`src/rtl/game_status_if.sv`:
```
// Signal bundle between the game-flow controller and the rest of the game:
// hazard/door/key inputs toward the controller, status/respawn outputs back.
interface game_status_if;
    logic [7:0] keycode;
    logic       is_dead_boy;
    logic       is_dead_girl;
    logic       boy_at_door;
    logic       girl_at_door;
    logic [3:0] status;
    logic       level_reset;
    logic [1:0] dead_who;

    modport master (
        output keycode, is_dead_boy, is_dead_girl, boy_at_door, girl_at_door,
        input  status, level_reset, dead_who
    );

    modport slave (
        input  keycode, is_dead_boy, is_dead_girl, boy_at_door, girl_at_door,
        output status, level_reset, dead_who
    );
endinterface

```
`src/rtl/game_status_ctrl.sv`:
```
// Game-flow controller: START/PLAY/WIN/GAMEOVER one-hot status, frame-debounced death,
// minimum hold on end pages and a one-cycle level_reset pulse on every PLAY entry.
module game_status_ctrl #(
    parameter int unsigned DEATH_FRAMES  = 2,
    parameter int unsigned GAMEOVER_HOLD = 60,
    parameter logic [7:0]  START_KEY     = 8'h28,
    parameter int unsigned CNT_W         = 6
) (
    input logic         Clk,
    input logic         Reset,
    input logic         frame_clk,
    game_status_if.slave gs
);

    typedef enum logic [3:0] {
        StStart    = 4'b0001,
        StPlay     = 4'b0010,
        StWin      = 4'b0100,
        StGameover = 4'b1000
    } state_e;

    state_e             state_q, state_d;
    logic [CNT_W-1:0]   death_cnt_q, death_cnt_d;
    logic [CNT_W-1:0]   hold_cnt_q, hold_cnt_d;
    logic [1:0]         dead_who_q, dead_who_d;
    logic               level_reset_q, level_reset_d;
    logic [7:0]         key_prev_q;
    // [0],[1]: synchronizer; [2]: previous synced value for edge detect
    logic [2:0]         fsync_q;

    logic             frame_tick;
    logic             key_hit;
    logic             dead;
    logic             hold_done;
    logic [CNT_W-1:0] death_inc;

    assign frame_tick = fsync_q[1] & ~fsync_q[2];
    assign key_hit    = (gs.keycode == START_KEY) && (key_prev_q != START_KEY);
    assign dead       = gs.is_dead_boy | gs.is_dead_girl;
    assign hold_done  = (hold_cnt_q == CNT_W'(GAMEOVER_HOLD));
    assign death_inc  = death_cnt_q + CNT_W'(1);

    always_comb begin
        state_d       = state_q;
        death_cnt_d   = death_cnt_q;
        hold_cnt_d    = hold_cnt_q;
        dead_who_d    = dead_who_q;
        level_reset_d = 1'b0;
        case (state_q)
            StStart: begin
                if (key_hit) begin
                    state_d       = StPlay;
                    level_reset_d = 1'b1;
                    death_cnt_d   = '0;
                    dead_who_d    = 2'b00;
                end
            end
            StPlay: begin
                if (frame_tick) begin
                    if (dead) begin
                        death_cnt_d = death_inc;
                        dead_who_d  = dead_who_q | {gs.is_dead_boy, gs.is_dead_girl};
                        if (death_inc == CNT_W'(DEATH_FRAMES)) begin
                            state_d    = StGameover;
                            hold_cnt_d = '0;
                        end
                    end else begin
                        death_cnt_d = '0;
                        dead_who_d  = 2'b00;
                        if (gs.boy_at_door && gs.girl_at_door) begin
                            state_d    = StWin;
                            hold_cnt_d = '0;
                        end
                    end
                end
            end
            StWin, StGameover: begin
                // Keys pressed before the hold expires are dropped, not queued
                if (key_hit && hold_done) begin
                    dead_who_d  = 2'b00;
                    death_cnt_d = '0;
                    if (state_q == StGameover) begin
                        state_d       = StPlay;
                        level_reset_d = 1'b1;
                    end else begin
                        state_d = StStart;
                    end
                end else if (frame_tick && !hold_done) begin
                    hold_cnt_d = hold_cnt_q + CNT_W'(1);
                end
            end
            default: begin
                state_d     = StStart;
                death_cnt_d = '0;
                hold_cnt_d  = '0;
                dead_who_d  = 2'b00;
            end
        endcase
    end

    always_ff @(posedge Clk) begin
        if (Reset) begin
            state_q       <= StStart;
            death_cnt_q   <= '0;
            hold_cnt_q    <= '0;
            dead_who_q    <= 2'b00;
            level_reset_q <= 1'b0;
            key_prev_q    <= 8'h00;
            fsync_q       <= 3'b000;
        end else begin
            state_q       <= state_d;
            death_cnt_q   <= death_cnt_d;
            hold_cnt_q    <= hold_cnt_d;
            dead_who_q    <= dead_who_d;
            level_reset_q <= level_reset_d;
            key_prev_q    <= gs.keycode;
            fsync_q       <= {fsync_q[1:0], frame_clk};
        end
    end

    assign gs.status      = state_q;
    assign gs.level_reset = level_reset_q;
    assign gs.dead_who    = dead_who_q;

endmodule
```
`src/flat_wrapper.sv`:
```
// flat-port wrapper written by rule: the top's interface ports become plain ports
module game_status_ctrl_flat 
#(
    parameter int unsigned DEATH_FRAMES  = 2,
    parameter int unsigned GAMEOVER_HOLD = 60,
    parameter logic [7:0]  START_KEY     = 8'h28,
    parameter int unsigned CNT_W         = 6
)
  (Clk, Reset, frame_clk, gs_keycode, gs_is_dead_boy, gs_is_dead_girl, gs_boy_at_door, gs_girl_at_door, gs_status, gs_level_reset, gs_dead_who);
  game_status_if gs_i ();
  input logic Clk;
  input logic Reset;
  input logic frame_clk;
  input wire logic [$bits(gs_i.keycode)-1:0] gs_keycode;
  input wire logic [$bits(gs_i.is_dead_boy)-1:0] gs_is_dead_boy;
  input wire logic [$bits(gs_i.is_dead_girl)-1:0] gs_is_dead_girl;
  input wire logic [$bits(gs_i.boy_at_door)-1:0] gs_boy_at_door;
  input wire logic [$bits(gs_i.girl_at_door)-1:0] gs_girl_at_door;
  output wire logic [$bits(gs_i.status)-1:0] gs_status;
  output wire logic [$bits(gs_i.level_reset)-1:0] gs_level_reset;
  output wire logic [$bits(gs_i.dead_who)-1:0] gs_dead_who;
  assign gs_i.keycode = gs_keycode;
  assign gs_i.is_dead_boy = gs_is_dead_boy;
  assign gs_i.is_dead_girl = gs_is_dead_girl;
  assign gs_i.boy_at_door = gs_boy_at_door;
  assign gs_i.girl_at_door = gs_girl_at_door;
  assign gs_status = gs_i.status;
  assign gs_level_reset = gs_i.level_reset;
  assign gs_dead_who = gs_i.dead_who;
  game_status_ctrl #(.DEATH_FRAMES(DEATH_FRAMES), .GAMEOVER_HOLD(GAMEOVER_HOLD), .START_KEY(START_KEY), .CNT_W(CNT_W)) u_core (.Clk(Clk), .Reset(Reset), .frame_clk(frame_clk), .gs(gs_i));
endmodule
```
`config.mk`:
```
export PLATFORM = sky130hd
export DESIGN_NAME = game_status_ctrl_flat
export DESIGN_NICKNAME = d
export VERILOG_FILES = /design/src/rtl/game_status_if.sv /design/src/rtl/game_status_ctrl.sv /design/src/flat_wrapper.sv
export SDC_FILE = /design/constraint.sdc
export NUM_CORES = 1
export LEC_CHECK = 0
export CORE_AREA = 8 8 62 64
export CTS_CLUSTER_SIZE = 30
export DETAILED_ROUTE_END_ITERATION = 7
export DIE_AREA = 0 0 70 72
export PLACE_DENSITY_LB_ADDON = 0.1
export SYNTH_ARGS = -nofsm -noshare
export SYNTH_HDL_FRONTEND = slang
export SYNTH_SLANG_ARGS = --single-unit
```
`constraint.sdc`:
```
create_clock -name Clk -period 5.45 [get_ports Clk]
set_clock_uncertainty 0.05 [all_clocks]
set_input_delay 0.8175 -clock Clk [delete_from_list [all_inputs] [get_ports Clk]]
set_output_delay 0.8175 -clock Clk [all_outputs]
set_load 0.005 [all_outputs]
```
## Yosys cells after proc, flatten, opt, wreduce, memory -nomap -nowiden

Cells that the tools add are included.

| operators by class | value |
|---|---|
| add/subtract/negate cells | 2 |
| $mul | 0 |
| divide/modulo/power cells | 0 |
| $lt $le $gt $ge | 0 |
| equality and inequality tests | 15 |
| shift-type cells | 0 |
| multiplexer cells | 29 |
| bitwise operators | 5 |
| reduce and logical (&&, ||, !) cells | 9 |

Operators with widths:

| operator | number |
|---|---|
| $mux 6 | 10 |
| $pmux 6 s3 | 2 |
| $mux 4 | 6 |
| $add 6x1->6 const B | 2 |
| $pmux 4 s3 | 1 |
| $mux 2 | 5 |
| $eq 8x6->1 const B | 1 |
| $ne 2x1->1 const B | 4 |
| $ne 8x6->1 const B | 1 |
| $eq 6x2->1 const B | 1 |
| $eq 6x6->1 const B | 1 |
| $pmux 2 s3 | 1 |
| $reduce_and 6->1 | 1 |
| $reduce_and 5->1 | 1 |
| $eq 4x1->1 const B | 1 |
| $eq 4x2->1 const B | 1 |
| $eq 4x3->1 const B | 1 |
| $eq 4x4->1 const B | 1 |
| $logic_and 1x1->1 | 4 |
| $mux 1 | 3 |
| $ne 3x1->1 const B | 1 |
| $ne 3x3->1 const B | 1 |
| $reduce_and 3->1 | 1 |
| $ne 2x2->1 const B | 1 |
| other kinds (7) | 8 |

| storage, ports and cells | value |
|---|---|
| bits in registers | 30 |
| latch bits | 0 |
| bits in writable memories | 0 |
| memory bits (read-only) | 0 |
| bits of input ports | 15 |
| output and inout port bits | 7 |
| memories kept | 0 |

## Logic depth before layout (Yosys ltp)

| depth | value |
|---|---|
| word-level depth | 6 |
| gate-level depth with buffers | 7 |
| depth with buffers taken out | 7 |

## Worst setup path before layout

OpenSTA, ideal clock, no wires.

| path | value |
|---|---|
| path type | input to register |
| start point | in gs_keycode[1] |
| end point | reg u_core.death_cnt_q[3] |
| library setup time | 0.145 ns |
| arrival time | 2.157 ns |
| setup slack | 3.098 ns |
| stages | 5 |
| buffers on the path | 0 |
| path through | nor4b_1 > o211ai_1 > o31a_2 > nor3_1 > a311oi_1 |

| on the way | value |
|---|---|
| longest elaborated chain between the ends | 5 |
| elaborated cells on any way between the ends | 6 |

RTL lines:

| item | RTL line | source |
|---|---|---|
| start, declared | flat_wrapper.sv:14 | `input wire logic [$bits(gs_i.keycode)-1:0] gs_keycode;` |
| $eq 8x6->1 (*) | game_status_ctrl.sv:38 | `assign key_hit = (gs.keycode == START_KEY) && (key_prev_q != START_KEY);` |
| $logic_and 1x1->1 (*) | game_status_ctrl.sv:38 |  |
| $logic_and 1x1->1 | game_status_ctrl.sv:79 | `if (key_hit && hold_done) begin` |
| $ne 2x1->1 (no line) | -- |  |
| $reduce_and 3->1 (no line) (*) | -- |  |
| end signal, assigned | game_status_ctrl.sv:112 | `death_cnt_q <= death_cnt_d;` |
| end, declared | game_status_ctrl.sv:23 | `logic [CNT_W-1:0] death_cnt_q, death_cnt_d;` |

Mark *: on every way between the ends. The rest lies on a longest branch, timed or not.
A chain may end at the register's enable or synchronous reset.

## Worst setup path after layout

Ends and elaborated chain as after synthesis.

==> impl_metrics.yaml <==
synth:
  ys_top_cells_by_count: "dfxtp_1 (30), nor2b_1 (14), o21ai_0 (13)"
  ys_seq_area_share_pct: 38.83
  syn-cell-area_um2: 1546
  synth-edff-count: 0
  async_flop_share_pct: 0
  synth_ff_type: "dfxtp_1"
  avgSynthCellArea_um2: 9.151
  syn_inst: 169
  synth_most_common_cell: "dfxtp_1"
  yosysTopAreaCellShare_pct: 38.83
  yosys.cell_types.count: 41
  synth_seq_cells: 30
  ys_warn_count: 0
  yosysTopAreaCell: "dfxtp_1"
  ys_top_cells_by_area: "dfxtp_1 (39%), nor2b_1 (5.7%), o21ai_0 (4.2%)"
  syn-num-nets: 188
power_and_ir_drop:
  p_int_mw: 0.3251
  combPwrFrac_pct: 16.5
  ir_worst_vdd_uv: 181.2
  clkPwrFrac_pct: 31.3
  power.density_nw_per_um2: 243.2
  p_leak_nw: 0.5779
  switchingPower_mw: 0.1212
  swShare_pct: 27.15
  pwr-share-seq_pct: 52.2
drt:
  met1Wirelength_mm: 1.699
  antenna_left: 0
  drt_iter0_drc: 150
  drt-wirelength-per-cell_um: 16.47
  routed_wl_mm: 3.738
  drc: 0
  routed.top_layer: "met4"
  vias: 1404
  drtPass1Iterations: 4
  via_per_inst: 6.185
  met3_length_um: 230
  wl_met2_mm: 1.683
clock_tree:
  cts_root_buf: "clkbuf_4"
  clkTransAtPathRegs_ns: 0.09
  htreeDepth: 2
  cts_sinks: 30
  clkLatencyLatePin_ns: 0.33
  cts.repair.resized: 0
  cts_buffer_depth: 2
  numCtsBuffers: 5
  cts_tree: "yes"
  postCtsSetupBuffers: 0
  cts_hold_buf: 0
timing:
  timing.fmax_mhz: 354.4
  finalHoldViolations: 0
  timing.hold.ws_ns: 0.4058
  finalSetupViolCount: 0
  worst_slew_pin_slew_ns: 1.032
  fin_crit_sh_pct: 51.78
  rsz0062_at_grt: "false"
  fin_setup_tns_ns: 0
  fin_ws_ns: 2.628
  slew_violations: 0
  fin_crit_ns: 2.822
  slew_headroom_pct: 30.97
critical_path:
  reg2reg_to: "u_core.death_cnt_q[3]"
  path_max_fanout: 6
  cp-end-kind: "flop"
  crit_type: "in2reg"
  crit-reg2reg-launch: "u_core.gs.status[3]"
  reg2regPathDepth: 5
  required_ns: 5.57
  cp.arrival_ns: 2.94
  r2r_setup_slack_ns: 3.17
  critPathLaunchType: "primary input"
placed_design:
  dpl_worst_slack_ns: 2.308
  io_buffers: 21
  gp_congestion: 0.8486
  dp_hpwl_mm: 2.737
floorplanning:
  die_area_um2: 5040
  dieHeight_um: 72
  die_width_um: 70
  start_util_pct: 53.28
  coreArea_um2: 2903
  boundaryPins: 22
  num_rows: 20
global_route:
  grt_pass1_vias: 1372
  overflow: 0
  grt_usage_pct: 15.41
  grt_max_degree: 29
  grt_pass1_wl_mm: 6.375
  antenna_found_initial: 0
hold_path:
  holdPathEnd: "u_core.fsync_q[1]"
  hp-class: "reg2reg"
  whs_path_depth: 1
  holdCritStartpoint: "u_core.fsync_q[0]"
layout:
  nFillCells: 255
  num-nets-final: 212
  drive_gt1_share_pct: 8.247
  multi_input_area_um2: 900.9
  area_delta_synth_final_pct: 18.69
  seqCellArea_um2: 600.6
  finish.utilization_pct: 63.23
  antenna_cells: 0
status:
  status: "finished, final reports clean"
run:
  maxCapViolations: 0
-- placed cells by master, fill, tap and decap left out, types with 6 or more instances in the layout --
cell type and n:
o21ai_0 13, dfxtp_1 30, a21oi_1 9, o31ai_1 6, nor2b_1 14, nand2_1 8
clkdlybuf4s50_1 21, nor3_1 9, inv_1 6, nor2_1 9, nand3_1 8
-- final cells by class --
class / count / share of cell area [%]
inverters: 6 / 1.227
repair buffers: 21 / 11.45
multi-input cells: 129 / 49.08
clock buffers: 7 / 2.999
clock inverters: 1 / 0.2727
flip-flops and latches: 30 / 32.72
well taps: 33 / 2.249
-- state kept, by name, summed over array words and instances (netlist names) --
signal and count:
u_core.hold_cnt_q 6, u_core.fsync_q 3, u_core.death_cnt_q 6, u_core.key_prev_q 8
u_core.gs.status 4, u_core.gs.level_reset 1, u_core.gs.dead_who 2
-- worst max-delay path by stage --
stage / start / end / slack [ns] / depth (start not counted)
2_1_floorplan: gs_keycode[1] / u_core.death_cnt_q[3] / 3.10 / 5
3_3_place_gp: gs_keycode[1] / u_core.death_cnt_q[3] / 2.43 / 6
3_5_place_dp: gs_keycode[1] / u_core.death_cnt_q[3] / 2.31 / 6
4_1_cts: gs_keycode[1] / u_core.death_cnt_q[3] / 2.68 / 6
5_1_grt: gs_keycode[1] / u_core.death_cnt_q[3] / 2.38 / 6
6_report: gs_keycode[1] / u_core.death_cnt_q[3] / 2.63 / 6
-- metal layers --
layer,up-vias,GRT usage [%]
met5,-,0
met4,0,11.16
li1,695,-
met2,43,22.23
met1,651,17.97
met3,15,6.412
-- power by group through the flow --
stage,registers [mW],logic [mW],clock network [mW]
final,0.233,0.0736,0.140
after global routing,0.234,0.0803,0.152
after CTS,0.233,0.0734,0.143
after detailed placement,0.238,0.0730,0
after global placement,0.238,0.0707,0
after floorplan,0.237,0.0435,0
-- stage by stage --
step / power (mW) / instance area (um2) / cells
finish: 0.4463 / 1836 / 227
floorplan: 0.2808 / 1546 / 169
global placement: 0.3085 / 1775 / 219
CTS: 0.4496 / 1836 / 227
detailed placement: 0.3112 / 1775 / 219
global route: 0.4666 / 1836 / 227
-- critical path, cell delays in order --
cell             delay, ns
clkdlybuf4s50_1       0.43
nor4b_1               0.35
o211ai_1              0.24
o31a_2                0.41
nor3_1                0.49
a311oi_1              0.20
-- kinds of logic after synthesis --
group,after synthesis,share of synthesized area (%)
muxes,2,1.295
DFF,30,38.84
xor gates and xnor gates,3,1.699
and+or+nand+nor,68,26.94
buffers and inverters,10,2.912
adders and majority gates,4,3.236
AOI/OAI and AO/OA,52,25.08
Power figures use the tool's default switching activity.
